File: config.mk
export PLATFORM = sky130hd
export DESIGN_NAME = lsu_controller
export DESIGN_NICKNAME = d
export VERILOG_FILES = /design/src/rtl/riscv_pkg.sv /design/src/rtl/lsu_pkg.sv /design/src/rtl/lsu_load_align.sv /design/src/rtl/lsu_controller.sv
export SDC_FILE = /design/constraint.sdc
export NUM_CORES = 1
export LEC_CHECK = 0
export ABC_AREA = 1
export CORE_AREA = 2 2 97 145
export CTS_CLUSTER_DIAMETER = 120
export DETAILED_ROUTE_END_ITERATION = 8
export DIE_AREA = 0 0 99 147
export PLACE_DENSITY_LB_ADDON = 0.12
export SYNTH_ARGS = -nofsm -noshare
export SYNTH_HDL_FRONTEND = slang
export SYNTH_HIERARCHICAL = 1
export SYNTH_SLANG_ARGS = --single-unit
export TNS_END_PERCENT = 30
File: constraint.sdc
create_clock -name clk -period 1.4 [get_ports clk]
set_input_delay 0.21 -clock clk [delete_from_list [all_inputs] [get_ports clk]]
set_output_delay 0.21 -clock clk [all_outputs]
set_load 0.01 [all_outputs]
File: src/rtl/riscv_pkg.sv
// Shared RISC-V encodings used by the load/store path.
// FUNCT3 values select the access size and extension of loads and stores.
package riscv_pkg;

  // Store sizes
  localparam logic [2:0] FUNCT3_SB  = 3'b000;
  localparam logic [2:0] FUNCT3_SH  = 3'b001;
  localparam logic [2:0] FUNCT3_SW  = 3'b010;

  // Load sizes and extension
  localparam logic [2:0] FUNCT3_LB  = 3'b000;
  localparam logic [2:0] FUNCT3_LH  = 3'b001;
  localparam logic [2:0] FUNCT3_LW  = 3'b010;
  localparam logic [2:0] FUNCT3_LBU = 3'b100;
  localparam logic [2:0] FUNCT3_LHU = 3'b101;

endpackage

File: src/rtl/lsu_pkg.sv
// Types and helpers for the load/store unit controller.
package lsu_pkg;

  typedef enum logic [1:0] {
    IDLE = 2'd0,
    REQ  = 2'd1,
    WAIT = 2'd2,
    RESP = 2'd3
  } lsu_state_e;

  typedef enum logic [1:0] {
    ERR_NONE     = 2'b00,
    ERR_MISALIGN = 2'b01,
    ERR_TIMEOUT  = 2'b10
  } lsu_err_e;

  // Halfword accesses need addr[0]=0, word accesses need addr[1:0]=0.
  // Unknown funct3 codes are never flagged; they complete as no-ops.
  function automatic logic is_misaligned(input logic       store,
                                         input logic [2:0] funct3,
                                         input logic [1:0] lane);
    logic mis;
    mis = 1'b0;
    if (store) begin
      case (funct3)
        riscv_pkg::FUNCT3_SH: mis = lane[0];
        riscv_pkg::FUNCT3_SW: mis = (lane != 2'b00);
        default:              mis = 1'b0;
      endcase
    end else begin
      case (funct3)
        riscv_pkg::FUNCT3_LH,
        riscv_pkg::FUNCT3_LHU: mis = lane[0];
        riscv_pkg::FUNCT3_LW:  mis = (lane != 2'b00);
        default:               mis = 1'b0;
      endcase
    end
    return mis;
  endfunction

endpackage

File: src/rtl/lsu_load_align.sv
// Load data alignment: picks the addressed byte/halfword out of the memory
// word and sign- or zero-extends it to 32 bits.
//   funct3 : load size/extension code
//   addr   : byte offset within the word
//   rdata  : raw memory word
//   data   : extended load result (0 for unknown funct3)
module lsu_load_align
  import riscv_pkg::*;
(
  input  logic [2:0]  funct3,
  input  logic [1:0]  addr,
  input  logic [31:0] rdata,
  output logic [31:0] data
);

  logic [7:0]  byte_sel;
  logic [15:0] half_sel;

  assign byte_sel = rdata[{addr, 3'b000} +: 8];
  assign half_sel = addr[1] ? rdata[31:16] : rdata[15:0];

  always_comb begin
    data = '0;
    case (funct3)
      FUNCT3_LB:  data = {{24{byte_sel[7]}}, byte_sel};
      FUNCT3_LBU: data = {24'h0, byte_sel};
      FUNCT3_LH:  data = {{16{half_sel[15]}}, half_sel};
      FUNCT3_LHU: data = {16'h0, half_sel};
      FUNCT3_LW:  data = rdata;
      default:    data = '0;
    endcase
  end

endmodule

File: src/rtl/lsu_controller.sv
// Load/store sequencer between the execute stage and the data-memory port.
// One access at a time: alignment check, word-aligned memory request with
// byte enables, handshake with timeout, single-cycle response.
//   clk, rst            : clock, synchronous active-high reset
//   req_*               : access from execute (req_ready high only in IDLE)
//   mem_*               : data-memory request/grant/completion port
//   rsp_valid/rdata/err : one-cycle response (err 00 ok, 01 misaligned, 10 timeout)
//   busy                : controller is not idle
//
// state | meaning
// IDLE  | waiting for an access, req_ready high
// REQ   | mem_req driven, waiting for mem_gnt
// WAIT  | granted, waiting for mem_rvalid
// RESP  | rsp_valid pulse, back to IDLE next cycle
module lsu_controller
  import riscv_pkg::*;
  import lsu_pkg::*;
#(
  parameter int TIMEOUT_CYCLES = 16,
  parameter int CNT_W          = $clog2(TIMEOUT_CYCLES + 1)
) (
  input  logic        clk,
  input  logic        rst,
  input  logic        req_valid,
  output logic        req_ready,
  input  logic        req_store,
  input  logic [2:0]  req_funct3,
  input  logic [31:0] req_addr,
  input  logic [31:0] req_wdata,
  output logic        mem_req,
  output logic [31:0] mem_addr,
  output logic [31:0] mem_wdata,
  output logic [3:0]  mem_be,
  input  logic        mem_gnt,
  input  logic        mem_rvalid,
  input  logic [31:0] mem_rdata,
  output logic        rsp_valid,
  output logic [31:0] rsp_rdata,
  output logic [1:0]  rsp_err,
  output logic        busy
);

  lsu_state_e       state, state_nxt;
  lsu_err_e         err_nxt;
  logic             store_q;
  logic [2:0]       funct3_q;
  logic [1:0]       lane_q;
  logic [CNT_W-1:0] cnt;
  logic             accept, misalign, tmo;
  logic [31:0]      st_wdata, ld_data;
  logic [3:0]       st_be;

  assign accept    = (state == IDLE) && req_valid;
  assign misalign  = is_misaligned(req_store, req_funct3, req_addr[1:0]);
  // Counter keeps running through WAIT, so a grant on the last REQ cycle can
  // leave it past the terminal value; compare with >= to still expire.
  assign tmo       = (cnt >= CNT_W'(TIMEOUT_CYCLES - 1));
  assign req_ready = (state == IDLE);
  assign busy      = (state != IDLE);
  assign mem_req   = (state == REQ);

  always_comb begin
    st_wdata = req_wdata;
    st_be    = 4'b0000;
    case (req_funct3)
      FUNCT3_SB: begin
        st_wdata = {4{req_wdata[7:0]}};
        st_be    = 4'b0001 << req_addr[1:0];
      end
      FUNCT3_SH: begin
        st_wdata = {2{req_wdata[15:0]}};
        st_be    = req_addr[1] ? 4'b1100 : 4'b0011;
      end
      FUNCT3_SW: st_be = 4'b1111;
      default:   st_be = 4'b0000;
    endcase
  end

  lsu_load_align u_align (
    .funct3 (funct3_q),
    .addr   (lane_q),
    .rdata  (mem_rdata),
    .data   (ld_data)
  );

  always_ff @(posedge clk) begin
    if (rst) state <= IDLE;
    else     state <= state_nxt;
  end

  // The exiting event is tested before the timeout so it wins a tie.
  always_comb begin
    state_nxt = state;
    err_nxt   = ERR_NONE;
    case (state)
      IDLE: begin
        if (req_valid) begin
          if (misalign) begin
            state_nxt = RESP;
            err_nxt   = ERR_MISALIGN;
          end else begin
            state_nxt = REQ;
          end
        end
      end
      REQ: begin
        if (mem_gnt) begin
          state_nxt = WAIT;
        end else if (tmo) begin
          state_nxt = RESP;
          err_nxt   = ERR_TIMEOUT;
        end
      end
      WAIT: begin
        if (mem_rvalid) begin
          state_nxt = RESP;
        end else if (tmo) begin
          state_nxt = RESP;
          err_nxt   = ERR_TIMEOUT;
        end
      end
      RESP:    state_nxt = IDLE;
      default: state_nxt = IDLE;
    endcase
  end

  always_ff @(posedge clk) begin
    if (rst) begin
      store_q   <= 1'b0;
      funct3_q  <= 3'b000;
      lane_q    <= 2'b00;
      cnt       <= '0;
      mem_addr  <= '0;
      mem_wdata <= '0;
      mem_be    <= 4'b0000;
      rsp_valid <= 1'b0;
      rsp_rdata <= '0;
      rsp_err   <= ERR_NONE;
    end else begin
      if (accept) begin
        store_q   <= req_store;
        funct3_q  <= req_funct3;
        lane_q    <= req_addr[1:0];
        cnt       <= '0;
        mem_addr  <= {req_addr[31:2], 2'b00};
        mem_wdata <= req_store ? st_wdata : 32'h0;
        mem_be    <= (req_store && !misalign) ? st_be : 4'b0000;
      end else if (state == REQ || state == WAIT) begin
        cnt <= cnt + CNT_W'(1);
      end
      rsp_valid <= (state_nxt == RESP);
      rsp_err   <= (state_nxt == RESP) ? err_nxt : ERR_NONE;
      rsp_rdata <= (state == WAIT && mem_rvalid && !store_q) ? ld_data : 32'h0;
    end
  end

endmodule
==> results of run 1 <==
-- power by group --
group          total [mW]  internal [mW]  switching [mW]
registers            3.74           3.56           0.175
clock network        4.32           2.68            1.63
logic                3.31           1.53            1.79
-- cell families after synthesis --
group | after synthesis | synth area share, %
and+or+nand+nor | 319 | 26.0
DFF | 114 | 45.1
buffers and inverters | 138 | 11.7
adders and majority gates | 7 | 1.73
AOI/OAI and AO/OA | 140 | 15.2
xor gates and xnor gates | 1 | 0.173
other | 1 | 0.0741
-- cell usage in the layout, fill, tap and decap left out, drive strengths merged --
cell type,synthesis,routed
o21ai,102,102
o21a,1,1
clkinvlp,0,6
bufinv,0,2
a21oi,16,16
nand4,3,3
buf,20,82
nor2,153,154
o211ai,7,7
ha,7,7
a22o,7,7
nand3,19,19
nand2,143,144
clkbuf,12,18
conb,1,2
clkinv,0,2
dlygate4sd2,0,101
o22ai,7,7
dfxtp,114,114
nor3,1,1
clkdlybuf4s50,0,104
inv,106,110
xnor2,1,1
-- routing by layer --
layer	part of all wire, %	up-vias
met2	54	211
met1	35	2603
met3	7.4	33
met4	3.1	0
li1	-	2796
met5	0	-
-- worst reg2reg max path, cell delays in order (launching register included) --
cell,delay [ns]
sky130_fd_sc_hd__dfxtp_2,0.33
sky130_fd_sc_hd__ha_4,0.17
sky130_fd_sc_hd__nand2_4,0.07
sky130_fd_sc_hd__nor2_4,0.04
sky130_fd_sc_hd__ha_4,0.16
sky130_fd_sc_hd__nor2_4,0.10
sky130_fd_sc_hd__nand2_2,0.08
sky130_fd_sc_hd__o21ai_2,0.16
sky130_fd_sc_hd__nand2_2,0.09
sky130_fd_sc_hd__nand3_4,0.11
sky130_fd_sc_hd__nor2_2,0.05
-- cell usage after synthesis (all sizes together) --
master / n
a21oi: 16
clkbuf: 12
dfxtp: 114
nor2: 153
xnor2: 1
nand3: 19
conb: 1
nand4: 3
a22o: 7
inv: 106
o22ai: 7
o211ai: 7
nand2: 143
ha: 7
o21a: 1
buf: 20
nor3: 1
o21ai: 102
-- worst min-delay path by stage --
| stage | slack [ns] | cells past startpoint | end | start |
|---|---|---|---|---|
| after floorplan | 0.28 | 1 | state[0] | rst |
| after global placement | 0.44 | 2 | mem_be[2] | mem_be[2] |
| after detailed placement | 0.45 | 2 | mem_be[0] | mem_be[0] |
| after CTS | 0.40 | 3 | mem_wdata[5] | req_wdata[5] |
| after global routing | 0.42 | 3 | mem_wdata[4] | req_wdata[4] |
| final | 0.41 | 3 | mem_wdata[5] | req_wdata[5] |
-- final cells by class --
class,instances,area (um^2)
Fill cell,1197,4730
Inverter,106,403
Tap cell,162,203
Sequential cell,114,2290
Timing Repair Buffer,287,2680
Multi-Input combinational cell,471,2430
Clock buffer,18,439
Clock inverter,14,154
-- per-stage QoR --
step | std cells | utilization, % | TNS (ns)
after global placement | 1115 | 57.3 | -15.76
after CTS | 1167 | 62.9 | -0.553
after detailed placement | 1115 | 57.3 | -17.80
final | 1172 | 64.5 | -0.245
after floorplan | 721 | - | -0.128
after global routing | 1172 | 64.5 | -2.11
-- flip-flops by register name, indices dropped and copies added, names as in the netlist --
name,count
cnt,5
funct3_q,3
lane_q,2
mem_addr,30
mem_be,4
mem_wdata,32
rsp_err,2
rsp_rdata,32
rsp_valid,1
state,2
store_q,1
-- timing repair --
| action | in CTS | in global routing |
|---|---|---|
| setup endpoints to repair | 200 | 77 |
| endpoints found under the hold margin | 0 | 0 |
| hold buffers | 0 | 0 |
| gates cloned | 2 | 3 |
| setup buffers | 18 | 2 |
| pin swaps | 24 | 25 |
| resized for setup | 159 | 57 |
==> flow_summary.json, run 1 <==
{
  "status": "finished with violations",
  "failing_checks": "setup timing",
  "finalWeightedCongestion": 0.849,
  "cp_cell_sequence": "ha_4 -> nand2_4 -> nor2_4 -> ha_4 -> nor2_4 -> nand2_2 -> o21ai_2 -> nand2_2 -> nand3_4 -> nor2_2",
  "power_leakage_nw": 4.29,
  "hold_viol_final": 0,
  "first_iter_violations": 139,
  "antenna_cells": 0,
  "clock_tree_from_tritoncts": "done",
  "grt_max_degree": 33,
  "netlist.top_cell.by_area": "sky130_fd_sc_hd__dfxtp_1",
  "drt_pre_antenna_iters": 4,
  "grt_first_pass_wirelength_mm": 26.0,
  "io_buffer_count": 208,
  "groute.usage.overall_pct": 22.2,
  "ctsHtreeMaxLevel": 4,
  "post_synth_inst_count": 720,
  "yosysWarnings": 6,
  "placement_rows": 52,
  "regToRegSetupSlack_ns": -0.05,
  "crit_path_end": "rsp_err[1]",
  "final.hold.worst_slack_ns": 0.413,
  "globalRouteOverflowTotal": 0,
  "setup_slack_ns": -0.0547,
  "finish.net_count": 1109,
  "dr_total_vias": 5643,
  "detailedPlacementHpwl_mm": 12.0,
  "vias_in_the_first_global_route": 5655,
  "synthesis.area_per_instance_um2": 7.03,
  "clk_latency_ns": 0.41,
  "grt_util_met2_pct": 41.6,
  "wirelength_mm": 16.7,
  "post-route-period-util_pct": 104,
  "holdCritPathClass": "input port to register",
  "max_cap_viol_count": 0,
  "clock_buffers_created_by_tritoncts": 17,
  "stdcell_area_um2": 8600,
  "crit_buf_inv": 0,
  "critical_path_depth": 10,
  "vdd_drop_max_mv": 0.793,
  "rsz0062_at_grt": "true",
  "timing.critical_path.arrival_ns": 1.76,
  "grt_antenna_before_repair": 0,
  "crit-reg2reg-launch": "cnt[0]",
  "cts-root-to-sink-buffers": 2,
  "die_w_um": 99,
  "initial_core_util_pct": 37.9,
  "post_synth_instance_area_um2": 5060,
  "vias_per_cell": 4.81,
  "clkSinkCount": 114,
  "cp_slowest_cell": "sky130_fd_sc_hd__dfxtp_2",
  "startpoint_type": "register",
  "drive_above_1_share_pct": 18.7,
  "crit_type": "register to register",
  "floorplan.die_area_um2": 14600,
  "gr-usage-met1_pct": 21.5,
  "synth.area.top_cells": "sky130_fd_sc_hd__dfxtp_1, sky130_fd_sc_hd__nor2_1, sky130_fd_sc_hd__nand2_1",
  "synth_sequential_area_ratio_pct": 45.1,
  "timing.final.setup_violations": 12,
  "die_height_um": 147,
  "dp_slack_ns": -0.253,
  "postSynthRegisterBits": 114,
  "post-layout-total-power_mw": 11.4,
  "crit_family": "simple AND/OR/NAND/NOR gates",
  "num_io_pins": 211,
  "core_area_um2": 13300,
  "fmax_mhz": 687,
  "clk_pin_slew_ns": 0.06,
  "critical_path.reg2reg.endpoint": "rsp_err[1]",
  "min_period_ns": 1.45,
  "worst_ep_required_time_ns": 1.71,
  "power.density_nw_per_um2": 1320,
  "postRouteAntennaNets": 0,
  "skew_ns": 0.00677,
  "cts_root_buffer": "sky130_fd_sc_hd__clkbuf_16",
  "endpoint_kind": "register",
  "wl_per_cell_um": 14.2,
  "remaining_drc_errors": 0,
  "placement.cell_area_um2": 7640,
  "worst-path-max-fanout": 3,
  "synthToLayoutAreaGrowth_pct": 70.0,
  "top_usage_layer": "met2",
  "global_route.usage.met3_pct": 7.14,
  "worst_setup_path_startpoint": "cnt[0]",
  "yosys.area.top_type_share_pct": 45.1,
  "critical-path-max-stage-delay_ns": 0.33,
  "r2r.worst_path.cells": 10,
  "timing_max_transition_violations_final": 0,
  "synth.lib_cells_used.distinct": 31
}
Power figures use the tool's default switching activity.
==> run 2, diff against run 1 <==
Clock period 1.4 ns to 1.19 ns, I/O delays scaled along.
==> run 2 against run 1 <==
  * The run still ends with setup timing left
  * Clock power grew 26%
  * Sequential cell count is the same
  * Final cell count grew 0.85%
  * Sequential power grew 19%
  * Register-to-register slack lost 0.19 ns
  * Wire length grew 2.8%
  * Sequential share of layout area shrank 0.82 points
  * First-iteration DRC count grew 99%
  * Combinational power grew 41%
  * Largest power group unchanged
  * Clock skew grew 0.0023 ns
  * Worst hold slack lost 0.026 ns
==> flow_summary.json, run 2 (synthesized netlist as in run 1, its figures left out) <==
{
  "startpoint_type": "register",
  "timing.critical_path.arrival_ns": 1.73,
  "min_delay_path_depth": 3,
  "power_leakage_nw": 4.20,
  "grt_antenna_before_repair": 0,
  "power.share.clock_pct": 37.5,
  "clk_latency_ns": 0.41,
  "most_frequent_cells_in_the_layout": "sky130_fd_sc_hd__nand2_1, sky130_fd_sc_hd__nor2_1, sky130_fd_sc_hd__clkdlybuf4s50_1, sky130_fd_sc_hd__dfxtp_1, sky130_fd_sc_hd__inv_1",
  "core_area_um2": 13300,
  "vias_per_cell": 4.81,
  "cts_root_buffer": "sky130_fd_sc_hd__clkbuf_16",
  "holdCritPathClass": "input port to register",
  "max_cap_viol_count": 0,
  "setup_slack_ns": -0.241,
  "postRouteAntennaNets": 0,
  "setup_tns_ns": -13.03,
  "detailedPlacementHpwl_mm": 12.1,
  "regToRegSetupSlack_ns": -0.24,
  "biggestRegsByFlops": "mem_wdata (32), rsp_rdata (32), mem_addr (30)",
  "fmax_mhz": 699,
  "num_io_pins": 211,
  "vdd_drop_max_mv": 0.910,
  "clkSinkCount": 114,
  "drive_above_1_share_pct": 30.7,
  "first_iter_violations": 276,
  "worst-path-max-fanout": 3,
  "timing_max_transition_violations_final": 0,
  "sequentialPowerShare_pct": 30.5,
  "wl_per_cell_um": 14.5,
  "synthToLayoutAreaGrowth_pct": 76.7,
  "r2r.worst_path.cells": 10,
  "die_height_um": 147,
  "timing.hold.worst.start": "req_addr[10]",
  "power.density_nw_per_um2": 1630,
  "die_w_um": 99,
  "grt_first_pass_wirelength_mm": 25.2,
  "groute.usage.overall_pct": 21.4,
  "wirelength_mm": 17.2,
  "clk_pin_slew_ns": 0.06,
  "crit-reg2reg-launch": "cnt[1]",
  "critical_path.reg2reg.endpoint": "rsp_valid",
  "antenna_cells": 0,
  "drt_pre_antenna_iters": 5,
  "worst_ep_required_time_ns": 1.49,
  "finish.net_count": 1119,
  "placement_rows": 52,
  "vias_in_the_first_global_route": 5543,
  "floorplan.die_area_um2": 14600,
  "grt_max_degree": 33,
  "skew_ns": 0.00906,
  "combinational_share_of_power_pct": 32.0,
  "rsz0062_at_grt": "true",
  "io_buffer_count": 208,
  "status": "finished with violations",
  "p_sw_mw": 4.52,
  "post-route-period-util_pct": 120,
  "dp_slack_ns": -0.419,
  "hold_viol_final": 0,
  "timing.final.setup_violations": 114,
  "final.hold.worst_slack_ns": 0.386,
  "switching_share_pct": 31.1,
  "final_common_cell": "sky130_fd_sc_hd__nand2_1",
  "cts-root-to-sink-buffers": 2,
  "min_period_ns": 1.43,
  "final_util_pct": 67.1,
  "clock_tree_from_tritoncts": "done",
  "post-layout-total-power_mw": 14.6,
  "dr_total_vias": 5691,
  "globalRouteOverflowTotal": 0,
  "finalWeightedCongestion": 0.868,
  "failing_checks": "setup timing",
  "min_delay_worst_endpoint": "mem_addr[10]",
  "p_int_mw": 10.0,
  "clock_buffers_created_by_tritoncts": 17,
  "ctsHtreeMaxLevel": 4,
  "endpoint_kind": "register",
  "initial_core_util_pct": 37.9,
  "crit_type": "register to register",
  "remaining_drc_errors": 0
}
==> run 2: how the worst max path moves through the flow <==
stage                    end          start  slack, ns  cells past startpoint
6_report           rsp_valid         cnt[1]      -0.24                     10
5_1_grt            rsp_valid         cnt[1]      -0.33                     10
4_1_cts            rsp_valid         cnt[1]      -0.26                     10
3_5_place_dp   mem_wdata[31]  req_funct3[1]      -0.42                      7
3_3_place_gp   rsp_rdata[22]  mem_rdata[23]      -0.37                      9
2_1_floorplan     rsp_err[0]         cnt[0]      -0.17                     10
==> run 2: routing by layer <==
metal / share of wire (%) / global-route usage [%]
met5: 0 / 0
met4: 4.0 / 9.25
met3: 6.8 / 5.95
met2: 54 / 40.2
met1: 35 / 21.6
==> run 2: through the flow <==
step	instance area, um^2	std cells
final	8940	1182
after global routing	8940	1182
after CTS	8590	1165
after detailed placement	7830	1129
after global placement	7830	1129
after floorplan	5130	721
==> run 2: cell type report <==
type | instances | area [um^2]
Inverter | 106 | 420
Timing Repair Buffer | 295 | 2710
Multi-Input combinational cell | 473 | 2670
Clock buffer | 20 | 457
Tap cell | 162 | 203
Clock inverter | 12 | 180
Sequential cell | 114 | 2310
Fill cell | 1086 | 4390
==> run 2: timing repair <==
item | in CTS | in global routing
endpoints found under the hold margin | 0 | 0
pin swaps | 29 | 52
cloned | 0 | 7
hold buffers | 0 | 0
gates resized for setup | 268 | 183
endpoints found under the setup margin | 217 | 183
setup buffers | 4 | 10
==> run 2: critical path, cell delays in order, from the launching register on <==
cell	delay (ns)
sky130_fd_sc_hd__dfxtp_2	0.33
sky130_fd_sc_hd__ha_4	0.17
sky130_fd_sc_hd__nand2_4	0.07
sky130_fd_sc_hd__nor2_4	0.04
sky130_fd_sc_hd__ha_4	0.16
sky130_fd_sc_hd__nor2_4	0.11
sky130_fd_sc_hd__nand2_2	0.07
sky130_fd_sc_hd__o21ai_1	0.12
sky130_fd_sc_hd__nand2_1	0.10
sky130_fd_sc_hd__nand3_2	0.11
sky130_fd_sc_hd__inv_1	0.05
==> run 2: power groups by stage <==
stage,logic (mW),registers (mW),clock network (mW)
after floorplan,1.86,4.59,0
after global placement,3.79,4.45,0
after detailed placement,3.84,4.46,0
after CTS,3.86,4.41,5.54
after global routing,5.06,4.49,5.73
final,4.66,4.44,5.46
